File: src/rtl/bit_cmd_pkg.sv
// bit_cmd_pkg: shared types and helpers for the bit-command debounce front-end
package bit_cmd_pkg;
  localparam int BIT_IDX_W = 3;
  typedef enum logic [1:0] {IDLE, PRESS_WAIT, HELD, REL_WAIT} dbnc_state_t;
  typedef struct packed {
    logic [BIT_IDX_W-1:0] index;
    logic                 value;
  } bit_cmd_t;
  function automatic int max_i(input int a, input int b);
    return a > b ? a : b;
  endfunction
endpackage

File: src/rtl/sync_2ff.sv
// sync_2ff: generic 2-flop synchroniser, clears to 0 on reset
//   clk, reset : clock, synchronous active-high reset
//   d          : asynchronous input bus
//   q          : synchronised output bus
module sync_2ff #(
  parameter int WIDTH = 1
) (
  input  logic             clk,
  input  logic             reset,
  input  logic [WIDTH-1:0] d,
  output logic [WIDTH-1:0] q
);
  logic [WIDTH-1:0] meta;
  always_ff @(posedge clk)
    if (reset) {q, meta} <= '0;
    else {q, meta} <= {meta, d};
endmodule

File: src/rtl/bit_cmd_debounce.sv
// bit_cmd_debounce: synchronise and debounce a push-button into single-cycle bit commands
//   clk, reset         : clock, synchronous active-high reset
//   btn_raw            : bouncing push-button, 1 = pressed
//   sw_index, sw_value : bit-select and bit-value switches
//   bit_index/value    : command captured on each strobe
//   valid_out          : one-cycle command strobe
//   AUTO_REPEAT_EN     : when defined, a held button re-issues a command every REPEAT_CYCLES
module bit_cmd_debounce
  import bit_cmd_pkg::*;
#(
  parameter int DEBOUNCE_CYCLES = 1_000_000,
  parameter int REPEAT_CYCLES   = 25_000_000
) (
  input  logic                 clk,
  input  logic                 reset,
  input  logic                 btn_raw,
  input  logic [BIT_IDX_W-1:0] sw_index,
  input  logic                 sw_value,
  output logic [BIT_IDX_W-1:0] bit_index,
  output logic                 bit_value,
  output logic                 valid_out
);
  localparam int CNT_W = $clog2(max_i(DEBOUNCE_CYCLES, REPEAT_CYCLES) + 1);
  localparam logic [CNT_W-1:0] D_LAST = CNT_W'(DEBOUNCE_CYCLES - 1);
  logic        btn_s;
  bit_cmd_t    sw_s, cmd;
  dbnc_state_t state;
  logic [CNT_W-1:0] cnt;
  sync_2ff #(.WIDTH(1)) u_btn_sync (.clk(clk), .reset(reset), .d(btn_raw), .q(btn_s));
  sync_2ff #(.WIDTH(BIT_IDX_W + 1)) u_sw_sync (.clk(clk), .reset(reset), .d({sw_index, sw_value}), .q(sw_s));
  assign bit_index = cmd.index;
  assign bit_value = cmd.value;
`ifdef AUTO_REPEAT_EN
  localparam logic [CNT_W-1:0] R_LAST = CNT_W'(REPEAT_CYCLES - 1);
  logic [CNT_W-1:0] rcnt;
  always_ff @(posedge clk) begin
    if (reset) begin
      state     <= IDLE;
      cnt       <= '0;
      rcnt      <= '0;
      cmd       <= '0;
      valid_out <= 1'b0;
    end else begin
      valid_out <= 1'b0;
      case (state)
        IDLE:
          if (btn_s) begin
            state <= PRESS_WAIT;
            cnt   <= '0;
          end
        PRESS_WAIT:
          if (!btn_s) begin
            state <= IDLE;
            cnt   <= '0;
          end else if (cnt == D_LAST) begin
            state     <= HELD;
            cmd       <= sw_s;
            valid_out <= 1'b1;
            rcnt      <= '0;
          end else cnt <= cnt + 1'b1;
        HELD:
          if (!btn_s) begin
            state <= REL_WAIT;
            cnt   <= '0;
          end else if (rcnt == R_LAST) begin
            cmd       <= sw_s;
            valid_out <= 1'b1;
            rcnt      <= '0;
          end else rcnt <= rcnt + 1'b1;
        REL_WAIT:
          if (btn_s) begin
            state <= HELD;
            rcnt  <= '0;
          end else if (cnt == D_LAST) state <= IDLE;
          else cnt <= cnt + 1'b1;
      endcase
    end
  end
`else
  always_ff @(posedge clk) begin
    if (reset) begin
      state     <= IDLE;
      cnt       <= '0;
      cmd       <= '0;
      valid_out <= 1'b0;
    end else begin
      valid_out <= 1'b0;
      case (state)
        IDLE:
          if (btn_s) begin
            state <= PRESS_WAIT;
            cnt   <= '0;
          end
        PRESS_WAIT:
          if (!btn_s) begin
            state <= IDLE;
            cnt   <= '0;
          end else if (cnt == D_LAST) begin
            state     <= HELD;
            cmd       <= sw_s;
            valid_out <= 1'b1;
          end else cnt <= cnt + 1'b1;
        HELD:
          if (!btn_s) begin
            state <= REL_WAIT;
            cnt   <= '0;
          end
        REL_WAIT:
          if (btn_s) state <= HELD;
          else if (cnt == D_LAST) state <= IDLE;
          else cnt <= cnt + 1'b1;
      endcase
    end
  end
`endif
endmodule

File: config.mk
export PLATFORM = sky130hd
export DESIGN_NAME = bit_cmd_debounce
export DESIGN_NICKNAME = d
export VERILOG_FILES = /design/src/rtl/bit_cmd_pkg.sv /design/src/rtl/sync_2ff.sv /design/src/rtl/bit_cmd_debounce.sv
export SDC_FILE = /design/constraint.sdc
export NUM_CORES = 1
export LEC_CHECK = 0
export ABC_CLOCK_PERIOD_IN_PS = 4200
export CORE_MARGIN = 2
export CORE_UTILIZATION = 35
export CTS_CLUSTER_SIZE = 30
export DETAILED_ROUTE_END_ITERATION = 10
export PLACE_DENSITY_LB_ADDON = 0.05
export SKIP_LAST_GASP = 1
export SLEW_MARGIN = 0
export SYNTH_ARGS = -nofsm -noshare
export SYNTH_HDL_FRONTEND = slang
export SYNTH_SLANG_ARGS = --single-unit
File: constraint.sdc
create_clock -name clk -period 4.2 [get_ports clk]
set_clock_uncertainty 0.15 [all_clocks]
set_input_delay 0.84 -clock clk [delete_from_list [all_inputs] [get_ports clk]]
set_output_delay 0.84 -clock clk [all_outputs]
set_load 0.01 [all_outputs]
Yosys cells after proc, flatten, opt, wreduce, memory -nomap -nowiden
Cells that the tools add are included.
{"block": "totals", "ff_bits": 42, "latch_bits": 0, "mem_bits_rw": 0, "rom_bits": 0, "output_inout_bits": 5, "word_cells": 40, "memories": 0}
{"block": "op_classes", "n_addsub": 1, "n_mul": 0, "n_div": 0, "magnitude_cmp": 0, "n_eq_ne": 9, "n_shift": 0, "mux": 14, "n_bitwise": 2, "n_reduce_logical": 5}
{"cell": "two-way mux 25 bit", "count": 5}
{"cell": "one-hot mux 25 bit (4 select lines)", "count": 1}
{"cell": "adder 25 x 1 -> 25 bit (second input constant)", "count": 1}
{"cell": "equality test 25 x 20 -> 1 bit (second input constant)", "count": 1}
{"cell": "two-way mux 2 bit", "count": 6}
{"cell": "one-hot mux 2 bit (4 select lines)", "count": 1}
{"cell": "AND reduction 3 bit", "count": 2}
{"cell": "equality test 2 bit (second input constant)", "count": 2}
{"cell": "inequality test 2 bit (second input constant)", "count": 2}
{"cell": "AND reduction 4 bit", "count": 1}
{"cell": "inequality test 3 x 2 -> 1 bit (second input constant)", "count": 1}
{"cell": "inequality test 3 bit (second input constant)", "count": 1}
{"cell": "OR reduction 3 bit", "count": 1}
{"cell": "equality test 2 x 1 -> 1 bit (second input constant)", "count": 1}
{"cell": "logical NOT 2 bit", "count": 1}
{"cell": "inequality test 2 x 1 -> 1 bit (second input constant)", "count": 1}
{"cell": "NOT 1 bit", "count": 2}
{"cell": "two-way mux 1 bit", "count": 1}

Depth between registers and ports, before layout
{"block": "logic_depth", "ltp_word": 4, "mapped_depth": 7}

Cells and area by module
From an unflattened synthesis, not the netlist that was laid out.
{"block": "hier_totals", "cells_unflattened": 256, "area_unflattened_um2": 2138.3}
{"mod": "bit_cmd_debounce", "instances": 1, "cells_each": 236, "area_each_um2": 1875.5, "seq_area_each_um2": 640.6}
{"mod": "sync_2ff (u_sw_sync)", "instances": 1, "cells_each": 16, "area_each_um2": 210.2, "seq_area_each_um2": 160.2}
{"mod": "sync_2ff (u_btn_sync)", "instances": 1, "cells_each": 4, "area_each_um2": 52.6, "seq_area_each_um2": 40.0}

Worst setup path before layout
No wires, ideal clock.
{"block": "synth_timing", "path_kind": "input port to flip-flop", "start": "input port reset", "end": "register cnt[7]", "setup_time_ps": 57, "arrival_ps": 1847, "slack_ps": 2146, "path_stages": 4, "n_path_buf": 1, "cell_sequence": "clkbuf_1 > a211oi_1 > o2bb2ai_1 > a21o_1"}
{"element": "start: declaration", "line_no": "bit_cmd_debounce.sv:15", "source": "input logic reset,"}
{"element": "end signal: assignment", "line_no": "bit_cmd_debounce.sv:102", "source": "end else cnt <= cnt + 1'b1;"}
{"element": "end signal: assignment", "line_no": "bit_cmd_debounce.sv:111", "source": "else cnt <= cnt + 1'b1;"}
{"element": "end: declaration", "line_no": "bit_cmd_debounce.sv:28", "source": "logic [CNT_W-1:0] cnt;"}

Final worst setup path
{"block": "layout_timing", "start": "register cnt[14]", "end": "register cnt[12]"}
{"block": "layout_between", "elab_chain_len": 4}
{"element": "equality test 25 x 20 -> 1 bit (*)", "line_no": "bit_cmd_debounce.sv:98, bit_cmd_debounce.sv:110"}
{"element": "two-way mux 25 bit (*)"}
{"element": "two-way mux 25 bit, on equally long branches"}
{"element": "one-hot mux 25 bit (4 select lines) (*)"}
Mark *: on every way between the ends. The rest lies on a longest branch, timed or not. The select of a mux whose other input is x is not followed.
A chain may end at the register's enable or synchronous reset.

==> metrics.md <==
| Metric | Value |
|---|---|
| Status | finished, final reports clean |
| DRC viols | 0 |
| CTS tree | done |
| Number of max-cap violations | 0 |
| Wire per inst | 14.6 um |
| Die W | 78.3 um |
| HP Class | flip-flop to flip-flop |
| Number of synthesized flops with an enable pin | 0 |
| Drt pass-1 iters | 4 |
| Slew headroom | 40.2% |
| Final core occ | 40.5% |
| Synth warnings | 0 |
| Hold_buf cts | 0 |
| Slew @ Worst Pin | 0.891 ns |
| Critical path peak fanout | 14 |
| Post-synth top area share | 43.5% |
| Main synth FF type | dfxtp_1 |
| Port buffer count | 11 |
| Maximum ir drop on the vdd rail | 0.000180 V |
| Gr usage total | 15.4% |
| Fillers | 549 |
| Mapped Cells | 214 |
| Crit path capture type | flip-flop |
| Setup TNS | 0 ns |
| Ports | 12 |
| Unrepaired setup endpoints after global routing | no |
| CTS Buf Count | 5 |
| Nets | 233 |
| Worst skew pair latency | 0.30 ns |
| Register area share after synthesis | 43.5% |
| WL final | 4.35 mm |
| Count of different cell masters after synthesis | 47 |
| Register bit count reported by yosys | 42 |
| Post-Syn Area per Cell | 9.03 um2 |
| Arrival @ worst endpoint | 2.61 ns |
| Via-to-Cell Ratio | 5.51 |
| Crit path required time | 4.25 ns |
| Cell area after synthesis | 1930 um2 |
| Antenna Diode Count | 0 |
| PwrDens | 326 nW/um2 |
| Die Ht | 78.3 um |
| Initial antenna violation count | 0 |
| Core area | 5410 um2 |
| Starting Density | 35.7% |
| Worst path slowest cell | nor4bb_1 |
| Area of the multi-input gates | 1030 um2 |
| Via count | 1641 |
| Die ar. | 6130 um2 |
| DRT iter0 DRCs | 116 |
| Fmax | 390 MHz |
| Area delta synth->final | 13.3% |
| CP cell instances | nor4bb_1, nand4_1, o21ai_2, nor4_1, o22a_1 |
| Worst-path clk slew | 0.09 ns |
| H-tree Lvls | 2 |
| CP peak stage delay | 0.57 ns |
| RePlAce Congestion | 0.767 |
| Yosys top cell by area | dfxtp_1 |
| Standard-cell rows | 27 |
| Clock Sinks | 42 |
| Clock Path Buffers | 2 |
| Setup Buffers After CTS | 0 |
| First-pass GRT wire length | 7.51 mm |
| Max Transition Viols Final | 0 |
| Vias in the first global route | 1585 |
| Fraction of registers with async set or reset after synthesis | 0% |
| Final count of hold timing violations | 0 |
| Register area | 841 um2 |
| CTS resizes | 0 |
| Grt ovf | 0 |
| # setup viols final | 0 |
| Final min period | 2.56 ns |
| Synth top area cells | dfxtp_1 44%, a21oi_1 3.6%, nor2b_1 3.2%, mux2i_1 3.1%, o21ai_0 3.1% |
| Largest net degree at the start of global routing | 22 |
| Syn Nets | 222 |
| Lkg Pwr | 0.664 nW |
| Commonest non-fill, non-tap cell in the layout | dfxtp_1 |
| CP startpoint kind | flip-flop |
| WS Path Type | flip-flop to flip-flop |
| Root buf cell | clkbuf_8 |
| Detail Route Antenna Nets | 0 |
| Post-DP HPWL | 3.11 mm |
| Most frequent cells in the layout | 42 x dfxtp_1, 15 x nand2_1, 14 x a21oi_1 |
| Share of cells above drive strength 1 | 9.73% |
| Period utilization | 61.0% |
logic make-up after synthesis:
| family | share of synthesized area (%) |
|---|---|
| XOR/XNOR | 2.72 |
| buffers and inverters | 3.24 |
| adder cells (fa/ha/maj) | 0.648 |
| AND/OR/NAND/NOR | 29.8 |
| multiplexers | 3.11 |
| AO/OA/AOI/OAI | 17.0 |
| flip-flops | 43.5 |
final cells by class:
| class | count | share of cell area (%) |
|---|---|---|
| multi-input cells | 159 | 47.0 |
| well taps | 72 | 4.11 |
| clock buffers | 5 | 3.14 |
| flip-flops and latches | 42 | 38.4 |
| inverters | 5 | 0.857 |
| clock inverters | 3 | 1.14 |
| repair buffers | 12 | 5.37 |
final timing paths:
check | start | to | slack, ns | depth (start not counted)
setup / recovery | cnt[14]$_SDFFE_PP0P_ | cnt[12]$_SDFFE_PP0P_ | 1.64 | 5
hold / removal | u_sw_sync.meta[2]$_SDFF_PP0_ | u_sw_sync.q[2]$_SDFF_PP0_ | 0.29 | 1
setup reg to reg | cnt[14]$_SDFFE_PP0P_ | cnt[12]$_SDFFE_PP0P_ | 1.64 | 5
hold reg to reg | u_sw_sync.meta[2]$_SDFF_PP0_ | u_sw_sync.q[2]$_SDFF_PP0_ | 0.29 | 1
layer usage:
layer  wire length, um  vias to the layer above  global-route usage, %
li1                  -                      816                      -
met1              1970                      794                   19.0
met2              2180                       24                   26.3
met3               136                        7                   3.79
met4                59                        0                   4.74
met5                 0                        -                      0
critical path: cells and delay by family, from the launching register on:
kind,cells,cell delay (ns)
compound gates,2,0.79
flops,1,0.42
simple gates,3,1.09
Yosys cell counts, drive strengths merged, types with 5 or more instances:
master,count
nor2,13
o31ai,5
nor3,7
or4,7
nand4,9
xor2,5
nand2,15
a21oi,15
nor2b,10
nand3,9
nor4,7
mux2i,6
inv,5
o21ai,14
or3,11
dfxtp,42
power by group:
group	switching, mW	internal (mW)
clock	0.154	0.120
combinational	0.0173	0.0137
sequential	0.00475	0.404
registers in the layout (all words and copies together) (netlist names), named ones only:
name and count:
u_sw_sync.meta 4, cnt 25, bit_index 3, u_btn_sync.meta 1, valid_out 1, u_sw_sync.q 4, bit_value 1, state 1
u_btn_sync.q 1
stage by stage:
| stage | total power, mW | worst slack, ns | cells | cell area, um2 | hold slack [ns] |
|---|---|---|---|---|---|
| 6_report | 0.714 | 1.64 | 298 | 2190 | 0.295 |
| 2_1_floorplan | 0.438 | 2.15 | 214 | 1930 | 0.264 |
| 3_5_place_dp | 0.450 | 1.48 | 290 | 2100 | 0.277 |
| 5_1_grt | 0.744 | 1.39 | 298 | 2190 | 0.312 |
| 3_3_place_gp | 0.448 | 1.49 | 290 | 2100 | 0.267 |
| 4_1_cts | 0.721 | 1.61 | 298 | 2190 | 0.301 |
Note: power is estimated with default switching activity, not from simulation.
